File: src/rtl/decoder_rr_arbiter4_if.sv
// Request/grant bundle between four requesters and the round-robin arbiter.
// master = requester side, slave = arbiter side.
interface decoder_rr_arbiter4_if;
  logic [3:0] req;
  logic       gnt_valid;
  logic [1:0] gnt_sel;
  logic [3:0] gnt_onehot;
  logic       preempt;

  modport master (output req, input gnt_valid, gnt_sel, gnt_onehot, preempt);
  modport slave  (input req, output gnt_valid, gnt_sel, gnt_onehot, preempt);
endinterface

File: src/rtl/decoder_rr_arbiter4.sv
// Four-way round-robin arbiter with registered select + one-hot grant; ARB_TIMEOUT_EN adds hold-time preemption.
// Latency: grant visible one cycle after req is sampled; handovers are back-to-back.
// Backpressure: none; a holder keeps the grant while req is high (until HOLD_MAX cycles if preemption is built in).
module decoder_rr_arbiter4 #(
  parameter int HOLD_MAX = 15,
  parameter int CNT_W    = 4
) (
  input  logic                  clk,
  input  logic                  rst_n,
  decoder_rr_arbiter4_if.slave  arb
);

  localparam logic [0:0] IDLE  = 1'b0;
  localparam logic [0:0] GRANT = 1'b1;

  if (HOLD_MAX < 1 || HOLD_MAX > (2**CNT_W) - 1) begin : g_hold_max_range
    $error("HOLD_MAX does not fit in CNT_W bits");
  end

  logic [0:0] state, nxt_state;
  logic [1:0] ptr;
  logic       valid_q, nxt_valid;
  logic [1:0] sel_q, nxt_sel;
  logic [3:0] onehot_q;
  logic       preempt_q, nxt_preempt;
  logic       take;
  logic [3:0] others;

  // First set bit of r, scanning start, start+1, ... mod 4.
  function automatic logic [1:0] rr_pick(input logic [3:0] r, input logic [1:0] start);
    logic [1:0] idx;
    rr_pick = start;
    for (int k = 3; k >= 0; k--) begin
      idx = start + 2'(k);
      if (r[idx]) rr_pick = idx;
    end
  endfunction

  assign others = arb.req & ~onehot_q;

`ifdef ARB_TIMEOUT_EN
  localparam logic [CNT_W-1:0] HOLD_SAT  = CNT_W'(HOLD_MAX);
  localparam logic [CNT_W-1:0] HOLD_LAST = CNT_W'(HOLD_MAX - 1);
  logic [CNT_W-1:0] hold_cnt;
  logic             timeout;

  assign timeout = (|others) && (hold_cnt >= HOLD_LAST);
`endif

  always_comb begin
    nxt_state   = state;
    nxt_valid   = valid_q;
    nxt_sel     = sel_q;
    nxt_preempt = 1'b0;
    take        = 1'b0;
    case (state)
      IDLE: begin
        if (|arb.req) begin
          take    = 1'b1;
          nxt_sel = rr_pick(arb.req, ptr);
        end
      end
      GRANT: begin
        if (!arb.req[sel_q]) begin
          // The releasing holder is masked out, so it naturally comes last.
          if (|others) begin
            take    = 1'b1;
            nxt_sel = rr_pick(others, sel_q + 2'd1);
          end else begin
            nxt_state = IDLE;
            nxt_valid = 1'b0;
            nxt_sel   = 2'd0;
          end
        end
`ifdef ARB_TIMEOUT_EN
        else if (timeout) begin
          take        = 1'b1;
          nxt_preempt = 1'b1;
          nxt_sel     = rr_pick(others, sel_q + 2'd1);
        end
`endif
      end
      default: begin
        nxt_state = IDLE;
        nxt_valid = 1'b0;
        nxt_sel   = 2'd0;
      end
    endcase
    if (take) begin
      nxt_state = GRANT;
      nxt_valid = 1'b1;
    end
  end

  always_ff @(posedge clk or negedge rst_n) begin
    if (!rst_n) begin
      state     <= IDLE;
      ptr       <= 2'd0;
      valid_q   <= 1'b0;
      sel_q     <= 2'd0;
      onehot_q  <= 4'b0000;
      preempt_q <= 1'b0;
    end else begin
      state     <= nxt_state;
      valid_q   <= nxt_valid;
      sel_q     <= nxt_sel;
      onehot_q  <= nxt_valid ? (4'b0001 << nxt_sel) : 4'b0000;
      preempt_q <= nxt_preempt;
      if (take) ptr <= nxt_sel + 2'd1;
    end
  end

`ifdef ARB_TIMEOUT_EN
  always_ff @(posedge clk or negedge rst_n) begin
    if (!rst_n) begin
      hold_cnt <= '0;
    end else if (take || nxt_state == IDLE) begin
      hold_cnt <= '0;
    end else if (|others || hold_cnt < HOLD_SAT) begin
      hold_cnt <= hold_cnt + CNT_W'(1);
    end
  end
`endif

  assign arb.gnt_valid  = valid_q;
  assign arb.gnt_sel    = sel_q;
  assign arb.gnt_onehot = onehot_q;
  assign arb.preempt    = preempt_q;

endmodule

File: src/flat_wrapper.sv
// flat-port wrapper written by rule: the top's interface ports become plain ports
module decoder_rr_arbiter4_flat 
#(
  parameter int HOLD_MAX = 15,
  parameter int CNT_W    = 4
)
  (clk, rst_n, arb_req, arb_gnt_valid, arb_gnt_sel, arb_gnt_onehot, arb_preempt);
  decoder_rr_arbiter4_if arb_i ();
  input  logic clk;
  input  logic rst_n;
  input wire logic [$bits(arb_i.req)-1:0] arb_req;
  output wire logic [$bits(arb_i.gnt_valid)-1:0] arb_gnt_valid;
  output wire logic [$bits(arb_i.gnt_sel)-1:0] arb_gnt_sel;
  output wire logic [$bits(arb_i.gnt_onehot)-1:0] arb_gnt_onehot;
  output wire logic [$bits(arb_i.preempt)-1:0] arb_preempt;
  assign arb_i.req = arb_req;
  assign arb_gnt_valid = arb_i.gnt_valid;
  assign arb_gnt_sel = arb_i.gnt_sel;
  assign arb_gnt_onehot = arb_i.gnt_onehot;
  assign arb_preempt = arb_i.preempt;
  decoder_rr_arbiter4 #(.HOLD_MAX(HOLD_MAX), .CNT_W(CNT_W)) u_core (.clk(clk), .rst_n(rst_n), .arb(arb_i));
endmodule
File: config.mk
export PLATFORM = sky130hd
export DESIGN_NAME = decoder_rr_arbiter4_flat
export DESIGN_NICKNAME = d
export VERILOG_FILES = /design/src/rtl/decoder_rr_arbiter4_if.sv /design/src/rtl/decoder_rr_arbiter4.sv /design/src/flat_wrapper.sv
export SDC_FILE = /design/constraint.sdc
export NUM_CORES = 1
export LEC_CHECK = 0
export ABC_AREA = 1
export BUFFER_PORTS_ARGS = -buffer_cell sky130_fd_sc_hd__buf_2
export CORE_ASPECT_RATIO = 1.1
export CORE_MARGIN = 4
export CORE_UTILIZATION = 45
export DETAILED_ROUTE_END_ITERATION = 8
export MAX_ROUTING_LAYER = met4
export PLACE_DENSITY = 0.66
export SYNTH_ARGS = -nofsm -noshare
export SYNTH_HDL_FRONTEND = slang
export SYNTH_SLANG_ARGS = --single-unit
File: constraint.sdc
create_clock -name clk -period 2.4 [get_ports clk]
set_clock_uncertainty 0.05 [all_clocks]
set_input_delay 0.36 -clock clk [delete_from_list [all_inputs] [get_ports clk]]
set_output_delay 0.36 -clock clk [all_outputs]
set_load 0.01 [all_outputs]
==> run summary, run 1 <==
Synth Flop Type: dfrtp_1
largest area contributor in the netlist: dfrtp_1
number of synthesized flops with an enable pin: 0
Bufs and invs on worst path: 2
CP Data Required Time: 2.49 ns
H-tree levels: 1
Antenna diodes: 0
RR Startpoint: u_core.arb.gnt_sel[0]
I/O Pins: 14
largest net degree at the start of global routing: 13
post-CTS sizing: 0
router iterations before antenna repair: 4
drt drc: 0
syn_area_per_cell: 6.182 um^2
Cell Pwr Density: 1529 nW/um^2
final wirelength: 2.102 mm
post-synthesis register bit count: 10
register area share after synthesis: 0.2663
ratio of cells with drive above 1 in the final layout: 0.1747
Initial Utilization: 0.4700
status: complete, no violations
CP Max Fanout: 12
Clk pin slew, worst setup/hold paths: 0.07 ns
Core Area: 1999 um^2
Hold/Removal Path Class: in2async
first-pass GRT wire length: 3.698 mm
CTS Root Buffer Type: clkbuf_4
Reg-to-Reg End: u_core.ptr[1]
Post-Syn Instances: 152
critical path, cell by cell: inv_1 > nand3_1 > nand2_1 > nor2_1 > o21ai_1 > nand2_1 > nand2_1 > nand2_1 > nand2_1 > nand2_1 > nand2_1 > nand2_2 > inv_1 > ha_1 > nand2_1 > o21ai_1
post-detailed-route count of antenna-violating nets: 0
hold_ws: 0.4288 ns
GRT Total Usage: 0.1683
via/cell ratio: 4.902
Routed WL per cell: 10.84 um
post-DP HPWL: 1.720 mm
Worst IR Drop VDD: 818.8 uV
startpoint types: flop
number of setup violations in the final report: 0
die height: 55.93 um
CTS tree: built
Final Max Tran Viols: 0
Worst path max stage delay: 0.57 ns
FP Rows: 17
dominant cells by area after synthesis: dfrtp_1 (27%), nand2_1 (22%), inv_1 (9.6%), nand3_1 (8.5%), ha_1 (5.3%)
total of max-cap violations: 0
Tmin final: 2.129 ns
FMAX: 0.4697 GHz
reg-to-reg slack, setup: 0.27 ns
post-synth cell types: 21
Worst setup EP type: flop
worst-case reg-to-reg path depth: 16
Critical Path AT: 2.22 ns
final worst path period share: 0.8872
final setup TNS: 0 ns
vias post-DR: 951
most used cell, CP: nand2_1
CTS buffer count: 3
initial antenna violation count: 0
Area growth, synth to finish: 12.25%
fillers: 235
fraction of registers with async set/reset: 1.000
initial drt markers: 28
Die Wd: 51.57 um
Slowest-stage cell, CP: dfrtp_1
Remaining Overflow, GRT: 0
number of global-route vias before repair: 925
critical setup path kind: reg2reg
share of the synthesized area in the top cell type: 0.2663
GP Congestion: 0.8426
die area: 2884 um^2
IO buf count: 12
Synth top cells by count: nand2_1 (56), inv_1 (24), nand3_1 (16)
clock sink count: 10
# nets final: 177
Syn Nets: 162
Leak: 0.6176 nW
Core Util, Final: 0.5275
most common cell in the synthesized netlist: nand2_1
clk_lat worst skew: 0.26 ns
Cell Area, Synth: 939.7 um^2
final hold vios: 0
Crit path max-delay family: simple AND/OR/NAND/NOR gates
RSZ-0062 raised after global routing: false
Ys Warns: 0
Longest Clk Path Bufs: 2
power breakdown:
part           internal [mW]  switching [mW]
combinational          0.407           0.699
clock                 0.0920          0.0551
sequential             0.250           0.109
total                  0.750           0.863
worst register-to-register path, delay by kind of cell, from the launching register on:
kind / cells / cell delay, ns
simple gates: 11 / 0.74
flops: 1 / 0.57
fa+ha+maj: 1 / 0.27
buf+inv: 2 / 0.26
compound gates: 2 / 0.13
worst max path at each step:
stage / startpoint / to / slack, ns / cells past startpoint
final: u_core.arb.gnt_sel[0] / u_core.ptr[1] / 0.27 / 16
after global placement: arb_req[2] / u_core.ptr[1] / 0.33 / 14
after global routing: u_core.arb.gnt_sel[0] / u_core.ptr[1] / 0.07 / 16
after CTS: u_core.arb.gnt_sel[0] / u_core.ptr[1] / 0.29 / 16
after floorplan: u_core.arb.gnt_sel[1] / u_core.ptr[1] / 0.60 / 12
after detailed placement: u_core.arb.gnt_sel[0] / u_core.ptr[1] / 0.31 / 16
cell type report:
| cell class | count | area, um^2 | share of cell area |
|---|---|---|---|
| well taps | 28 | 35.03 | 0.03321 |
| inverters | 28 | 105.1 | 0.09964 |
| multi-input cells | 110 | 550.5 | 0.5219 |
| repair buffers | 14 | 77.57 | 0.07355 |
| clock buffers | 4 | 36.28 | 0.03440 |
| flip-flops and latches | 10 | 250.2 | 0.2372 |
cell usage in the layout (no fill, tap or decap):
cell type,instances
nand2_1,56
inv_1,24
nand3_1,16
buf_2,12
dfrtp_1,10
nor2_1,9
o21ai_0,6
o21ai_1,6
inv_2,4
ha_1,4
a21oi_1,3
clkbuf_4,3
nand2_2,2
nor2_2,1
xor2_1,1
nand3_4,1
a21oi_2,1
nor4_2,1
nand3_2,1
a31oi_4,1
conb_1,1
clkbuf_8,1
dlygate4sd3_1,1
buf_4,1
metal layers:
layer / wire length (um) / share of wire / vias up / track usage
met1: 985 / 0.47 / 436 / 0.2090
met3: 49 / 0.023 / 5 / 0.008043
met4: 41 / 0.020 / 0 / 0.07116
met5: 0 / 0 / - / -
li1: - / - / 495 / -
met2: 1025 / 0.49 / 15 / 0.2800
registers in the layout (all words and copies together), names as in the netlist:
name,count
u_core.state,1
u_core.arb.gnt_onehot,4
u_core.ptr,2
u_core.arb.gnt_valid,1
u_core.arb.gnt_sel,2
metrics by stage:
stage / power [mW] / cells / worst slack (ns) / instance area, um^2
floorplan: 1.240 / 152 / 0.5991 / 939.7
global placement: 1.440 / 189 / 0.3312 / 1008
detailed placement: 1.472 / 189 / 0.3064 / 1008
CTS: 1.629 / 194 / 0.2858 / 1055
global route: 1.831 / 194 / 0.07011 / 1055
finish: 1.613 / 194 / 0.2708 / 1055
logic make-up (layout without fill, tap and decap cells):
logic type,after synthesis,in the layout,share of synthesized area
simple gates,87,87,0.4075
other cells,1,1,0.003991
fa+ha+maj,4,4,0.05326
flops,10,10,0.2663
compound gates,17,17,0.1119
buf+inv,32,46,0.1478
xor+xnor,1,1,0.009323
repair_timing:
action	CTS	global route
setup buffers	0	0
hold endpoints to repair	10	0
hold buffers	1	0
Note: power is estimated with default switching activity, not from simulation.
==> inputs of run 2 (changes only) <==
--- a/config.mk
+++ b/config.mk
@@ -6,7 +6,7 @@
 export NUM_CORES = 1
 export LEC_CHECK = 0
 export ABC_AREA = 1
-export BUFFER_PORTS_ARGS = -buffer_cell sky130_fd_sc_hd__buf_2
+export BUFFER_PORTS_ARGS = -buffer_cell sky130_fd_sc_hd__clkbuf_2
 export CORE_ASPECT_RATIO = 1.1
 export CORE_MARGIN = 4
 export CORE_UTILIZATION = 45
==> run 2 against run 1 <==
Clock power is essentially flat. Critical path depth unchanged. Maximum frequency decreased by 0.75%. Cell count unchanged. Largest cell class unchanged. Largest power group unchanged. Highest routed layer unchanged.
==> run summary, run 2 (synthesized netlist as in run 1, its figures left out) <==
status: complete, no violations
Area growth, synth to finish: 12.25% (unchanged)
post-CTS sizing: 0 (unchanged)
Reg-to-Reg End: u_core.ptr[1]
final worst path period share: 0.8939 (+0.006680)
Antenna diodes: 0 (unchanged)
drt drc: 0 (unchanged)
I/O Pins: 14 (unchanged)
CTS buffer count: 3 (unchanged)
Bufs and invs on worst path: 2 (unchanged)
GP Congestion: 0.9108 (+8.1%)
WP depth: 16 (unchanged)
FP Rows: 17 (unchanged)
total of max-cap violations: 0 (unchanged)
Leak: 0.6188 nW (+0.19%)
Worst setup endpoint: u_core.ptr[1]
final hold vios: 0 (unchanged)
CTS tree: built
number of setup violations in the final report: 0 (unchanged)
Cell Pwr Density: 1524 nW/um^2 (-0.33%)
clk_lat worst skew: 0.26 ns (about the same)
initial antenna violation count: 0 (unchanged)
Int Pwr: 0.7503 mW (+0.10%)
final setup TNS: 0 ns (unchanged)
Worst setup EP type: flop
Tmin final: 2.145 ns (+0.01603 ns)
most common cell after layout, fill and taps aside: nand2_1
die area: 2884 um^2 (unchanged)
worst-case reg-to-reg path depth: 16 (unchanged)
router iterations before antenna repair: 4 (unchanged)
CTS Root Buffer Type: clkbuf_4
# nets final: 177 (unchanged)
Remaining Overflow, GRT: 0 (unchanged)
Flop pwr share: 0.223 (about the same)
Worst IR Drop VDD: 793.9 uV (-3.0%)
Die Wd: 51.57 um (unchanged)
H-tree levels: 1 (unchanged)
RR Startpoint: u_core.arb.gnt_sel[0]
Initial Utilization: 0.4700 (unchanged)
Routed WL per cell: 10.01 um (-7.6%)
Crit. Startpoint: u_core.arb.gnt_sel[0]
CP Data Required Time: 2.49 ns (about the same)
Clk pin slew, worst setup/hold paths: 0.07 ns (about the same)
register area: 250.2 um^2 (unchanged)
Post CTS Setup Buffer Count: 0 (unchanged)
Largest register FFs: 4 (unchanged)
critical setup path kind: reg2reg
Worst path max stage delay: 0.57 ns (about the same)
number of global-route vias before repair: 839 (-9.3%)
first-pass GRT wire length: 3.443 mm (-6.9%)
final wirelength: 1.942 mm (-7.6%)
area of the multi-input gates: 550.5 um^2 (unchanged)
Switch Pwr: 0.8570 mW (-0.71%)
critical path, cell by cell: inv_1 > nand3_1 > nand2_1 > nor2_1 > o21ai_1 > nand2_1 > nand2_1 > nand2_1 > nand2_1 > nand2_1 > nand2_1 > nand2_2 > inv_1 > ha_1 > nand2_1 > o21ai_1
RSZ-0062 raised after global routing: false
startpoint types: flop
Critical Path AT: 2.24 ns (+0.02 ns)
reg-to-reg slack, setup: 0.25 ns (-0.02 ns)
largest net degree at the start of global routing: 13 (unchanged)
die height: 55.93 um (unchanged)
Hold/Removal Path Class: in2async
Longest Clk Path Bufs: 2 (unchanged)
Layout Cells excl Fill: 194 (unchanged)
Final Max Tran Viols: 0 (unchanged)
initial drt markers: 19 (-32%)
via/cell ratio: 4.727 (-3.6%)
clock power share: 0.092 (about the same)
clock sink count: 10 (unchanged)
Crit path max-delay family: simple AND/OR/NAND/NOR gates
IO buf count: 12 (unchanged)
CP Max Fanout: 12 (unchanged)
most frequent cells in the layout: nand2_1 (56), inv_1 (24), nand3_1 (16)
post-DP HPWL: 1.653 mm (-3.9%)
GRT Total Usage: 0.1539 (-0.01441)
fillers: 224 (-4.7%)
ratio of cells with drive above 1 in the final layout: 0.1747 (unchanged)
Sw Ratio: 0.5332 (-0.002026)
FMAX: 0.4661 GHz (-0.75%)
Core Util, Final: 0.5275 (unchanged)
combinational power share: 0.685 (about the same)
placed insts: 189 (unchanged)
post-detailed-route count of antenna-violating nets: 0 (unchanged)
Slowest-stage cell, CP: dfrtp_1
total power: 1.607 mW (-0.33%)
most used cell, CP: nand2_1
vias post-DR: 917 (-3.6%)
Core Area: 1999 um^2 (unchanged)
==> run 2: changes by cell type in the layout (fill, tap and decap cells not counted), sizes merged <==
cell    before  now
buf         13    1
clkbuf       4   16
==> run 2: metrics by stage <==
| stage | setup slack [ns] | hold slack, ns | cell area (um^2) |
|---|---|---|---|
| after CTS | 0.2840 | 0.4411 | 1055 |
| after global routing | 0.008619 | 0.4766 | 1055 |
| after detailed placement | 0.3019 | 0.1891 | 1008 |
| after floorplan | 0.5991 | 0.01441 | 939.7 |
| after global placement | 0.3378 | 0.1841 | 1008 |
| final | 0.2547 | 0.4385 | 1055 |
==> run 2: power groups by stage <==
| stage | Sequential (mW) | Clock (mW) | Combinational, mW |
|---|---|---|---|
| detailed placement | 0.362 | 0 | 1.10 |
| global route | 0.374 | 0.160 | 1.28 |
| CTS | 0.358 | 0.153 | 1.11 |
| finish | 0.359 | 0.147 | 1.10 |
| global placement | 0.359 | 0 | 1.08 |
| floorplan | 0.324 | 0 | 0.916 |
==> run 2: worst register-to-register path, cell delays in order (launching register included) <==
cell and delay (ns):
dfrtp_1 0.57, inv_1 0.17, nand3_1 0.12, nand2_1 0.06, nor2_1 0.09, o21ai_1 0.07
nand2_1 0.06, nand2_1 0.05, nand2_1 0.05, nand2_1 0.05, nand2_1 0.05, nand2_1 0.06
nand2_2 0.08, inv_1 0.08, ha_1 0.27, nand2_1 0.09, o21ai_1 0.06
==> run 2: worst min path at each step <==
stage / startpoint / endpoint / slack [ns] / cells after the start
2_1_floorplan: rst_n / u_core.arb.gnt_onehot[0] / 0.01 / 0
3_3_place_gp: rst_n / u_core.arb.gnt_onehot[3] / 0.18 / 1
3_5_place_dp: rst_n / u_core.arb.gnt_onehot[3] / 0.19 / 1
4_1_cts: rst_n / u_core.arb.gnt_onehot[3] / 0.44 / 2
5_1_grt: rst_n / u_core.arb.gnt_onehot[3] / 0.48 / 2
6_report: rst_n / u_core.arb.gnt_onehot[3] / 0.44 / 2
==> run 2: layout make-up <==
class / count / area share
Timing Repair Buffer: 14 / 0.07355
Clock buffer: 4 / 0.03440
Multi-Input combinational cell: 110 / 0.5219
Inverter: 28 / 0.09964
Sequential cell: 10 / 0.2372
Tap cell: 28 / 0.03321
==> run 2: metal layers <==
layer  share of wire  GRT usage  wire length (um)  vias to the layer above
met5               0          -                 0                        -
met4          0.0072    0.06742                14                        0
met3           0.027    0.01072                52                        4
met2            0.47     0.2345               918                       16
met1            0.49     0.2073               956                      407
li1                -          -                 -                      490
==> run 2: timing repair <==
action | in CTS | in global routing
hold endpoints to repair | 10 | 0
endpoints found under the setup margin | 0 | 0
hold buffers | 1 | 0
